<file path="config.mk">
export PLATFORM = sky130hd
export DESIGN_NAME = game_turn_controller_flat
export DESIGN_NICKNAME = d
export VERILOG_FILES = /design/src/rtl/game_turn_controller_if.sv /design/src/rtl/game_turn_controller.sv /design/src/flat_wrapper.sv
export SDC_FILE = /design/constraint.sdc
export NUM_CORES = 1
export LEC_CHECK = 0
export ABC_AREA = 1
export CELL_PAD_IN_SITES_DETAIL_PLACEMENT = 1
export CELL_PAD_IN_SITES_GLOBAL_PLACEMENT = 2
export CORE_ASPECT_RATIO = 0.9
export CORE_MARGIN = 5
export CORE_UTILIZATION = 34
export CTS_CLUSTER_DIAMETER = 50
export DETAILED_ROUTE_END_ITERATION = 7
export GPL_TIMING_DRIVEN = 0
export PLACE_DENSITY = 0.8
export SLEW_MARGIN = 20
export SYNTH_ARGS = -nofsm -noshare
export SYNTH_HDL_FRONTEND = slang
export SYNTH_SLANG_ARGS = --single-unit
</file>
<file path="constraint.sdc">
create_clock -name clk -period 3.2 [get_ports clk]
set_clock_uncertainty 0.05 [all_clocks]
set_input_delay 0.32 -clock clk [delete_from_list [all_inputs] [get_ports clk]]
set_output_delay 0.32 -clock clk [all_outputs]
set_load 0.02 [all_outputs]
</file>
<file path="src/rtl/game_turn_controller_if.sv">
// Signal bundle between the turn controller and the game-side blocks
// (move entry, board checker, display).
interface game_turn_controller_if;
    logic       start;
    logic       ft;
    logic       win;
    logic       board_full;
    logic       enable;
    logic       jugador;
    logic       new_game;
    logic [5:0] time_left;
    logic       timeout;
    logic       game_over;
    logic [1:0] winner;

    modport master (
        output start, ft, win, board_full,
        input  enable, jugador, new_game, time_left, timeout, game_over, winner
    );

    modport slave (
        input  start, ft, win, board_full,
        output enable, jugador, new_game, time_left, timeout, game_over, winner
    );
endinterface

</file>
<file path="src/rtl/game_turn_controller.sv">
// Two-player turn sequencer with a per-turn countdown in whole seconds,
// win/draw resolution and restart from the game-over state.
module game_turn_controller #(
    parameter int CLK_FREQ = 50_000_000,
    parameter int TURN_SEC = 10
) (
    input  logic                    clk,
    input  logic                    reset,
    game_turn_controller_if.slave   bus
);

    typedef enum logic [2:0] {
        IDLE,
        TURN,
        CHECK,
        SWITCH,
        GAME_OVER
    } state_t;

    localparam int               PRE_W     = $clog2(CLK_FREQ);
    localparam logic [PRE_W-1:0] PRE_LAST  = PRE_W'(CLK_FREQ - 1);
    localparam logic [5:0]       TURN_INIT = 6'(TURN_SEC);

    state_t           state, state_nx;
    logic             jugador, jugador_nx;
    logic [5:0]       time_left, time_left_nx;
    logic [PRE_W-1:0] prescaler, prescaler_nx;
    logic [1:0]       winner, winner_nx;
    logic             new_game_q, new_game_nx;
    logic             timeout_q, timeout_nx;
    logic             tick;

    assign tick = (prescaler == PRE_LAST);

    // NOTE: every signal written here gets a default first, so no path
    // through the case statement can leave one unassigned and infer a latch.
    always_comb begin
        state_nx     = state;
        jugador_nx   = jugador;
        time_left_nx = time_left;
        prescaler_nx = prescaler;
        winner_nx    = winner;
        new_game_nx  = 1'b0;
        timeout_nx   = 1'b0;

        case (state)
            IDLE, GAME_OVER: begin
                if (bus.start) begin
                    state_nx     = TURN;
                    new_game_nx  = 1'b1;
                    jugador_nx   = 1'b0;
                    time_left_nx = TURN_INIT;
                    prescaler_nx = '0;
                    winner_nx    = 2'b00;
                end
            end

            TURN: begin
                // A finished move wins over an expiring tick in the same cycle.
                if (bus.ft) begin
                    state_nx = CHECK;
                end else begin
                    prescaler_nx = tick ? '0 : prescaler + PRE_W'(1);
                    if (tick) begin
                        time_left_nx = time_left - 6'd1;
                        if (time_left == 6'd1) begin
                            state_nx   = SWITCH;
                            timeout_nx = 1'b1;
                        end
                    end
                end
            end

            CHECK: begin
                if (bus.win) begin
                    state_nx  = GAME_OVER;
                    winner_nx = {jugador, ~jugador};
                end else if (bus.board_full) begin
                    state_nx  = GAME_OVER;
                    winner_nx = 2'b11;
                end else begin
                    state_nx = SWITCH;
                end
            end

            SWITCH: begin
                state_nx     = TURN;
                jugador_nx   = ~jugador;
                time_left_nx = TURN_INIT;
                prescaler_nx = '0;
            end

            default: state_nx = IDLE;
        endcase
    end

    // NOTE: state registers use non-blocking assignments so every flop
    // samples the pre-edge values of the others, independent of block order.
    always_ff @(posedge clk) begin
        if (reset) begin
            state      <= IDLE;
            jugador    <= 1'b0;
            time_left  <= TURN_INIT;
            prescaler  <= '0;
            winner     <= 2'b00;
            new_game_q <= 1'b0;
            timeout_q  <= 1'b0;
        end else begin
            state      <= state_nx;
            jugador    <= jugador_nx;
            time_left  <= time_left_nx;
            prescaler  <= prescaler_nx;
            winner     <= winner_nx;
            new_game_q <= new_game_nx;
            timeout_q  <= timeout_nx;
        end
    end

    assign bus.enable    = (state == TURN);
    assign bus.game_over = (state == GAME_OVER);
    assign bus.jugador   = jugador;
    assign bus.time_left = time_left;
    assign bus.winner    = winner;
    assign bus.new_game  = new_game_q;
    assign bus.timeout   = timeout_q;

endmodule

</file>
<file path="src/flat_wrapper.sv">
// flat-port wrapper written by rule: the top's interface ports become plain ports
module game_turn_controller_flat 
#(
    parameter int CLK_FREQ = 50_000_000,
    parameter int TURN_SEC = 10
)
  (clk, reset, bus_start, bus_ft, bus_win, bus_board_full, bus_enable, bus_jugador, bus_new_game, bus_time_left, bus_timeout, bus_game_over, bus_winner);
  game_turn_controller_if bus_i ();
  input  logic clk;
  input  logic reset;
  input wire logic [$bits(bus_i.start)-1:0] bus_start;
  input wire logic [$bits(bus_i.ft)-1:0] bus_ft;
  input wire logic [$bits(bus_i.win)-1:0] bus_win;
  input wire logic [$bits(bus_i.board_full)-1:0] bus_board_full;
  output wire logic [$bits(bus_i.enable)-1:0] bus_enable;
  output wire logic [$bits(bus_i.jugador)-1:0] bus_jugador;
  output wire logic [$bits(bus_i.new_game)-1:0] bus_new_game;
  output wire logic [$bits(bus_i.time_left)-1:0] bus_time_left;
  output wire logic [$bits(bus_i.timeout)-1:0] bus_timeout;
  output wire logic [$bits(bus_i.game_over)-1:0] bus_game_over;
  output wire logic [$bits(bus_i.winner)-1:0] bus_winner;
  assign bus_i.start = bus_start;
  assign bus_i.ft = bus_ft;
  assign bus_i.win = bus_win;
  assign bus_i.board_full = bus_board_full;
  assign bus_enable = bus_i.enable;
  assign bus_jugador = bus_i.jugador;
  assign bus_new_game = bus_i.new_game;
  assign bus_time_left = bus_i.time_left;
  assign bus_timeout = bus_i.timeout;
  assign bus_game_over = bus_i.game_over;
  assign bus_winner = bus_i.winner;
  game_turn_controller #(.CLK_FREQ(CLK_FREQ), .TURN_SEC(TURN_SEC)) u_core (.clk(clk), .reset(reset), .bus(bus_i));
endmodule
</file>
-- Yosys cells after proc, flatten, opt, wreduce, memory -nomap -nowiden
Cells that the tools add are included.
- register bits after elaboration: 40
- input port bits: 6
- output and inout bits: 13
- logic and storage cells: 60
- $add $sub $neg: 2
- equality and inequality tests: 12
- multiplexer cells: 23
- bitwise gates (word level): 4
- reduce and logical (&&, ||, !) cells: 12
- operator list (cell ; number):
    26-bit 2-to-1 mux ; 3
    26-bit case mux with 3 select lines ; 1
    26-bit by 1-bit adder with 26-bit output (second input constant) ; 1
    26-bit == test (second input constant) ; 1
    3-bit 2-to-1 mux ; 6
    6-bit 2-to-1 mux ; 3
    6-bit case mux with 3 select lines ; 1
    3-bit case mux with 4 select lines ; 1
    3-bit AND reduction ; 3
    3-bit by 2-bit == test with 1-bit output (second input constant) ; 2
    6-bit by 1-bit == test with 1-bit output (second input constant) ; 1
    2-bit 2-to-1 mux ; 3
    3-bit by 2-bit inequality test with 1-bit output (second input constant) ; 2
    6-bit by 1-bit subtractor with 6-bit output (second input constant) ; 1
    2-bit inequality test (second input constant) ; 2
    1-bit NOT ; 4
    2-bit case mux with 2 select lines ; 1
    4-bit AND reduction ; 1
    2-bit nonzero test ; 2
    2-bit OR reduction ; 2
    4-bit OR reduction ; 1
    3-bit by 1-bit == test with 1-bit output (second input constant) ; 1
    3-bit == test (second input constant) ; 1
    3-bit logical NOT ; 1
    6 further kinds ; 8

-- Depth between registers and ports, before layout
- word-level depth: 5
- mapped depth: 11
- depth with buffers taken out: 11

-- Worst setup path before layout
No wires, ideal clock.
- kind: register -> register
- start: register u_core.prescaler[0]
- end: register u_core.prescaler[1]
- setup time: 0.117 ns
- arrival time: 1.420 ns
- data required time: 3.033 ns
- setup slack: 1.613 ns
- cell stages (with the launch flop): 12
- buffers on the path: 1
- clock period less this slack: 1.587 ns
- cell sequence: dfxtp_1 ha_1 nand2_1 nor2_2 nand2_1 nor2_1 nand2_1 nand2_1 nand2_4 nand2_1 buf_2 nor2_1
- cells in the longest elaborated chain, start to end: 4
- elaborated cells on any way between the ends: 5
- classes of those cells: add/sub: 1; eq/ne: 1; mux: 3
- RTL lines (element ; line ; source):
    from (decl) ; game_turn_controller.sv:27 ; logic [PRE_W-1:0] prescaler, prescaler_nx;
    from (signal assigned) ; game_turn_controller.sv:112 ; prescaler <= prescaler_nx;
    26-bit by 1-bit adder with 26-bit output or 26-bit == test (tied branches) ; game_turn_controller.sv:63, game_turn_controller.sv:33 ;
    26-bit 2-to-1 mux (*) ; game_turn_controller.sv:63 ; prescaler_nx = tick ? '0 : prescaler + PRE_W'(1);
    26-bit 2-to-1 mux (*) ; game_turn_controller.sv:60 ; if (bus.ft) begin
    26-bit case mux with 3 select lines (*) ; game_turn_controller.sv:46 ; case (state)
Every way passes the cells marked *; elsewhere a longest branch is shown, timed or not. The select of a mux whose other input is x is not followed.
A chain may end at the register's enable or synchronous reset.

-- Final worst setup path
- start: register u_core.state[0]
- end: output port bus_enable
- cells in the longest elaborated chain, start to end: 1
- RTL lines (element ; line ; source):
    from (decl) ; game_turn_controller.sv:24 ; state_t state, state_nx;
    from (signal assigned) ; game_turn_controller.sv:109 ; state <= state_nx;
    3-bit by 1-bit == test with 1-bit output ; game_turn_controller.sv:119 ; assign bus.enable = (state == TURN);
    to (decl) ; flat_wrapper.sv:15 ; output wire logic [$bits(bus_i.enable)-1:0] bus_enable;
No other way between the ends.

==> flow_results.org <==
** Die
- Initial Utilization :: 0.355
- 19 I/O pins were placed.
- Core area :: ~0.0067 mm2
- The floorplan step defined a die boundary enclosing slightly below 0.009 mm2.
- The floorplan step set the die width to approximately 98 um.
- Floorplan die height :: 89.3 um
- After floorplanning, the core was divided into 28 placement rows.

** Timing
- The final count of pins violating max slew came to 0.
- Setup repair after global routing left no endpoint under its margin.
- Final setup vio count :: 0
- Max Fclk :: about 500 MHz
- Min cycle time layout :: approximately 2.0 ns
- Slew at the pin closest to its max-slew limit :: 0.508 ns
- Dividing the final minimum period by the clock period gives 0.639.
- Headroom to the max-slew limit came out at 0.659.
- Total Negative Setup Slacks :: 0 ns
- The number of hold violations in the final report was 0.

** Critical path
- Slowest stage cell, crit path :: sky130_fd_sc_hd__clkdlybuf4s50_1
- The worst register-to-register path has a setup slack of ~1.3 ns.
- The setup path with the least slack is of type flip-flop to output pin.
- Required arrival time at the worst endpoint :: 2.83 ns
- The largest single stage delay on the critical path is ~0.64 ns.
- Top cell family by delay on the critical path :: buffers and inverters
- In this run the critical register-to-register path is launched from u_core.prescaler[0].
- Data arrives at the worst endpoint at between 1.5 and 2 ns.
- Reg-to-Reg End :: u_core.prescaler[22]
- The worst setup path is launched from a flip-flop.
- The critical path runs through a total of 3 cells.
- Maximum fanout along the worst path :: 10
- Walking the worst path, the cells encountered are nand2_2 -> nor2_8 -> clkdlybuf4s50_1.
- Endpoint kind of the worst setup timing path :: output pin
- Counting both buffers and inverters, the worst setup path holds a total of 1.
- The worst register-to-register path has a depth of 11.

** Place
- Quantity of I/O buffers inserted on ports :: 17
- In this run, placement finished with an instance count of between 400 and 500.
- At the end of routability-driven placement, the weighted congestion stood at about 0.83.
- Detailed placement ended at an HPWL of about 5.6 mm.

** Clock network
- Clk root buf :: sky130_fd_sc_hd__clkbuf_8
- Once the clock tree was built, the setup fixing pass inserted 0 buffers.
- TritonCTS built the clock tree.
- Count of H-tree levels built during CTS :: 2
- Clock-pin slew on the worst setup and hold paths :: approximately 0.08 ns
- In this run, post-CTS repair resized a total of 0 instances.
- Quantity of hold-fixing buffers added after cts :: 0
- Clock sinks :: 40
- Clock insertion delay at the later pin of the skew report :: 0.30 ns
- TritonCTS Buffers :: 5
- Maximum clock insertion buffer count :: 2

** Power and ir drop
- Summed over all cells, the static leakage comes to between 0.001 and 0.0015 uW.
- Power density over cell area :: between 400 and 500 mW/mm2
- Total power of the final layout :: 1370 uW
- Worst IR drop on VDD :: 0.000201 V

** Logic synthesis
- Of all cell types, the one taking the most synthesized area is sky130_fd_sc_hd__dfxtp_1.
- Synth Area in Compound Gates :: 0.0585
- Area share of xor/xnor cells in the synthesized design :: 0.0369
- Counting every instance in the synthesized netlist gives about 360.
- By count the netlist is led by sky130_fd_sc_hd__nand2_1 (78), sky130_fd_sc_hd__nor2_1 (77), sky130_fd_sc_hd__dfxtp_1 (40).
- Number of synthesized flops with an enable pin :: 0
- Syn avg cell area :: 6.56 um2
- For this run, the number of Yosys warnings is 0.
- Register area share after synthesis :: 0.337
- After synthesis, the share of flip-flops with an asynchronous set or reset is 0.
- When the netlist entered floorplanning its net count stood at between 300 and 400.
- Of the total synthesized cell area, the portion taken by AND, OR, NAND and NOR gates is 0.445.
- In this run, synthesis produced a sequential element count of 40.
- Netlist Area Pre-Place :: between 0.002 and 0.0025 mm2
- Top flip-flop cell by instance count after synthesis :: sky130_fd_sc_hd__dfxtp_1
- Number of distinct standard cells referenced by the synthesized netlist :: 36
- Proportion of netlist area held by the largest area contributor :: 0.337
- Combinational family with the most area after synthesis :: simple AND/OR/NAND/NOR gates
- Share of synthesized area spent on multiplexers :: 0.00422
- Yosys attributes the largest share of cell area to sky130_fd_sc_hd__dfxtp_1 (34%), sky130_fd_sc_hd__nand2_1 (12%), sky130_fd_sc_hd__nor2_1 (12%), sky130_fd_sc_hd__nand3_1 (8.0%), sky130_fd_sc_hd__inv_1 (5.9%).
- Of the total synthesized cell area, the portion taken by full adders, half adders and majority gates is 0.0158.
- Among all cell types in the netlist, the one instantiated most often is sky130_fd_sc_hd__nand2_1.

** Finish
- Layout-stage area growth over the synthesis result :: 15.8%
- After filler insertion, the fill cell instance count of the layout stands at between 900 and 1000.
- Summing all multi-input logic gate instances after layout gives around 0.0013 mm2.
- Across the whole layout, storage elements account for between 800 and 900 um2.
- ANT cells :: 0
- Share of final-layout standard cells stronger than drive strength 1 :: 0.0956
- Leaving out filler cells and counting taps, the final layout contains about 480.
- For this run, the post-layout net count is ~400.

** Hold path
- Counting instances, the worst hold path has a depth of 2.
- Critical hold path startpoint :: reset
- The worst hold path belongs to the class input port to flip-flop.
- Worst hold endpoint :: u_core.bus.new_game

** GRT
- The number of global-route vias before repair was between 2000 and 2500.
- Global route total overflow :: 0
- Pin count of the biggest net entering global routing :: 13
- Antenna violations before repair :: 0
- The first global-routing pass estimated between 10 and 15 mm of wire.
- GRT Resource Usage Total :: 0.178

** Detailed routing
- Remaining DRCs :: 0
- After detailed routing, the number of vias per cell comes to roughly 4.9.
- Detailed routing inserted a total of roughly 2300 vias.
- The final layout contains routed wiring with a total length of around 7 mm.
- For this block, the initial DRC count from the detailed router was 79.
- In this run the remaining antenna-violating nets after routing total 0.
- First-pass detailed-route iteration total :: 4
- Dividing the detail-routed wire length by the instance count gives about 15 um.

** Flow run
- Across the run, the number of max-cap violations was 0.

** Outcome
- Run status :: completed
[sequential cells by signal, indices dropped and copies added (netlist names)]
register,count
u_core.prescaler,26
u_core.bus.time_left,6
u_core.state,3
u_core.bus.winner,2
u_core.bus.jugador,1
u_core.bus.new_game,1
u_core.bus.timeout,1
[routing by layer]
metal | share of wire | wire [um] | vias up | GRT usage
met2 | 0.45 | 3190 | 29 | 0.295
li1 | - | - | 1205 | -
met4 | 0.0064 | 46 | 0 | 0.0503
met1 | 0.51 | 3650 | 1081 | 0.241
met5 | 0 | 0 | - | 0
met3 | 0.036 | 259 | 4 | 0.0289
[metrics by stage]
| stage | instance area [um2] | utilization | setup WS [ns] | hold slack (ns) |
|---|---|---|---|---|
| after floorplan | 2370 | - | 1.61 | 0.441 |
| after global placement | 2660 | 0.397 | 1.25 | 0.400 |
| after detailed placement | 2660 | 0.397 | 1.22 | 0.409 |
| after CTS | 2750 | 0.411 | 1.13 | 0.385 |
| after global routing | 2750 | 0.411 | 0.993 | 0.419 |
| final | 2750 | 0.411 | 1.16 | 0.364 |
[worst register-to-register path: stages (launching register included)]
cell and delay, ns:
sky130_fd_sc_hd__dfxtp_1 0.37, sky130_fd_sc_hd__ha_1 0.20, sky130_fd_sc_hd__nand2_1 0.09, sky130_fd_sc_hd__nor2_2 0.17, sky130_fd_sc_hd__nand2_1 0.08, sky130_fd_sc_hd__nor2_1 0.15
sky130_fd_sc_hd__nand2_1 0.08, sky130_fd_sc_hd__nand2_1 0.12, sky130_fd_sc_hd__nand2_4 0.11, sky130_fd_sc_hd__nand2_1 0.11, sky130_fd_sc_hd__buf_2 0.23, sky130_fd_sc_hd__nor2_1 0.08
[how the worst max path moves through the flow]
stage	startpoint	to	slack (ns)
after floorplan	u_core.prescaler[0]	u_core.prescaler[1]	1.61
final	u_core.state[0]	bus_enable	1.16
after CTS	u_core.state[0]	bus_enable	1.13
after global placement	bus_start	u_core.prescaler[22]	1.25
after global routing	u_core.prescaler[0]	u_core.prescaler[24]	0.99
after detailed placement	u_core.prescaler[0]	u_core.prescaler[22]	1.22
[layout make-up]
class,instances,share of cell area
Sequential cell,40,0.291
Clock buffer,6,0.0300
Timing Repair Buffer,17,0.0619
Inverter,42,0.0583
Multi-Input combinational cell,270,0.484
Clock inverter,2,0.00364
Tap cell,90,0.0410
Buffer,10,0.0296
[layout by cell type, fill, tap and decap left out, types with 4 or more instances in the layout]
master	netlist	routed
sky130_fd_sc_hd__nand2_1	78	78
sky130_fd_sc_hd__nor2_1	77	77
sky130_fd_sc_hd__dfxtp_1	40	40
sky130_fd_sc_hd__nand3_1	38	38
sky130_fd_sc_hd__inv_1	37	37
sky130_fd_sc_hd__clkdlybuf4s50_1	0	17
sky130_fd_sc_hd__nor3_1	13	13
sky130_fd_sc_hd__a21oi_1	11	11
sky130_fd_sc_hd__nand4_1	10	10
sky130_fd_sc_hd__xor2_1	8	8
sky130_fd_sc_hd__clkbuf_8	0	6
sky130_fd_sc_hd__o21ai_0	5	5
sky130_fd_sc_hd__inv_2	4	4
sky130_fd_sc_hd__buf_2	4	4
[kinds of logic (layout without fill, tap and decap cells)]
family	count (synthesis)	after routing
AOI/OAI and AO/OA	24	24
xor gates and xnor gates	10	10
adders and majority gates	3	3
buffers and inverters	52	77
DFF	40	40
muxes	1	1
and+or+nand+nor	232	232
[where the power goes]
group | internal (uW) | leakage (uW) | switching [uW] | total (uW)
Sequential | 528 | 0.000324 | 34.6 | 562
Clock | 172 | 0.0000510 | 192 | 364
Combinational | 167 | 0.000693 | 277 | 444
Note: power is estimated with default switching activity, not from simulation.
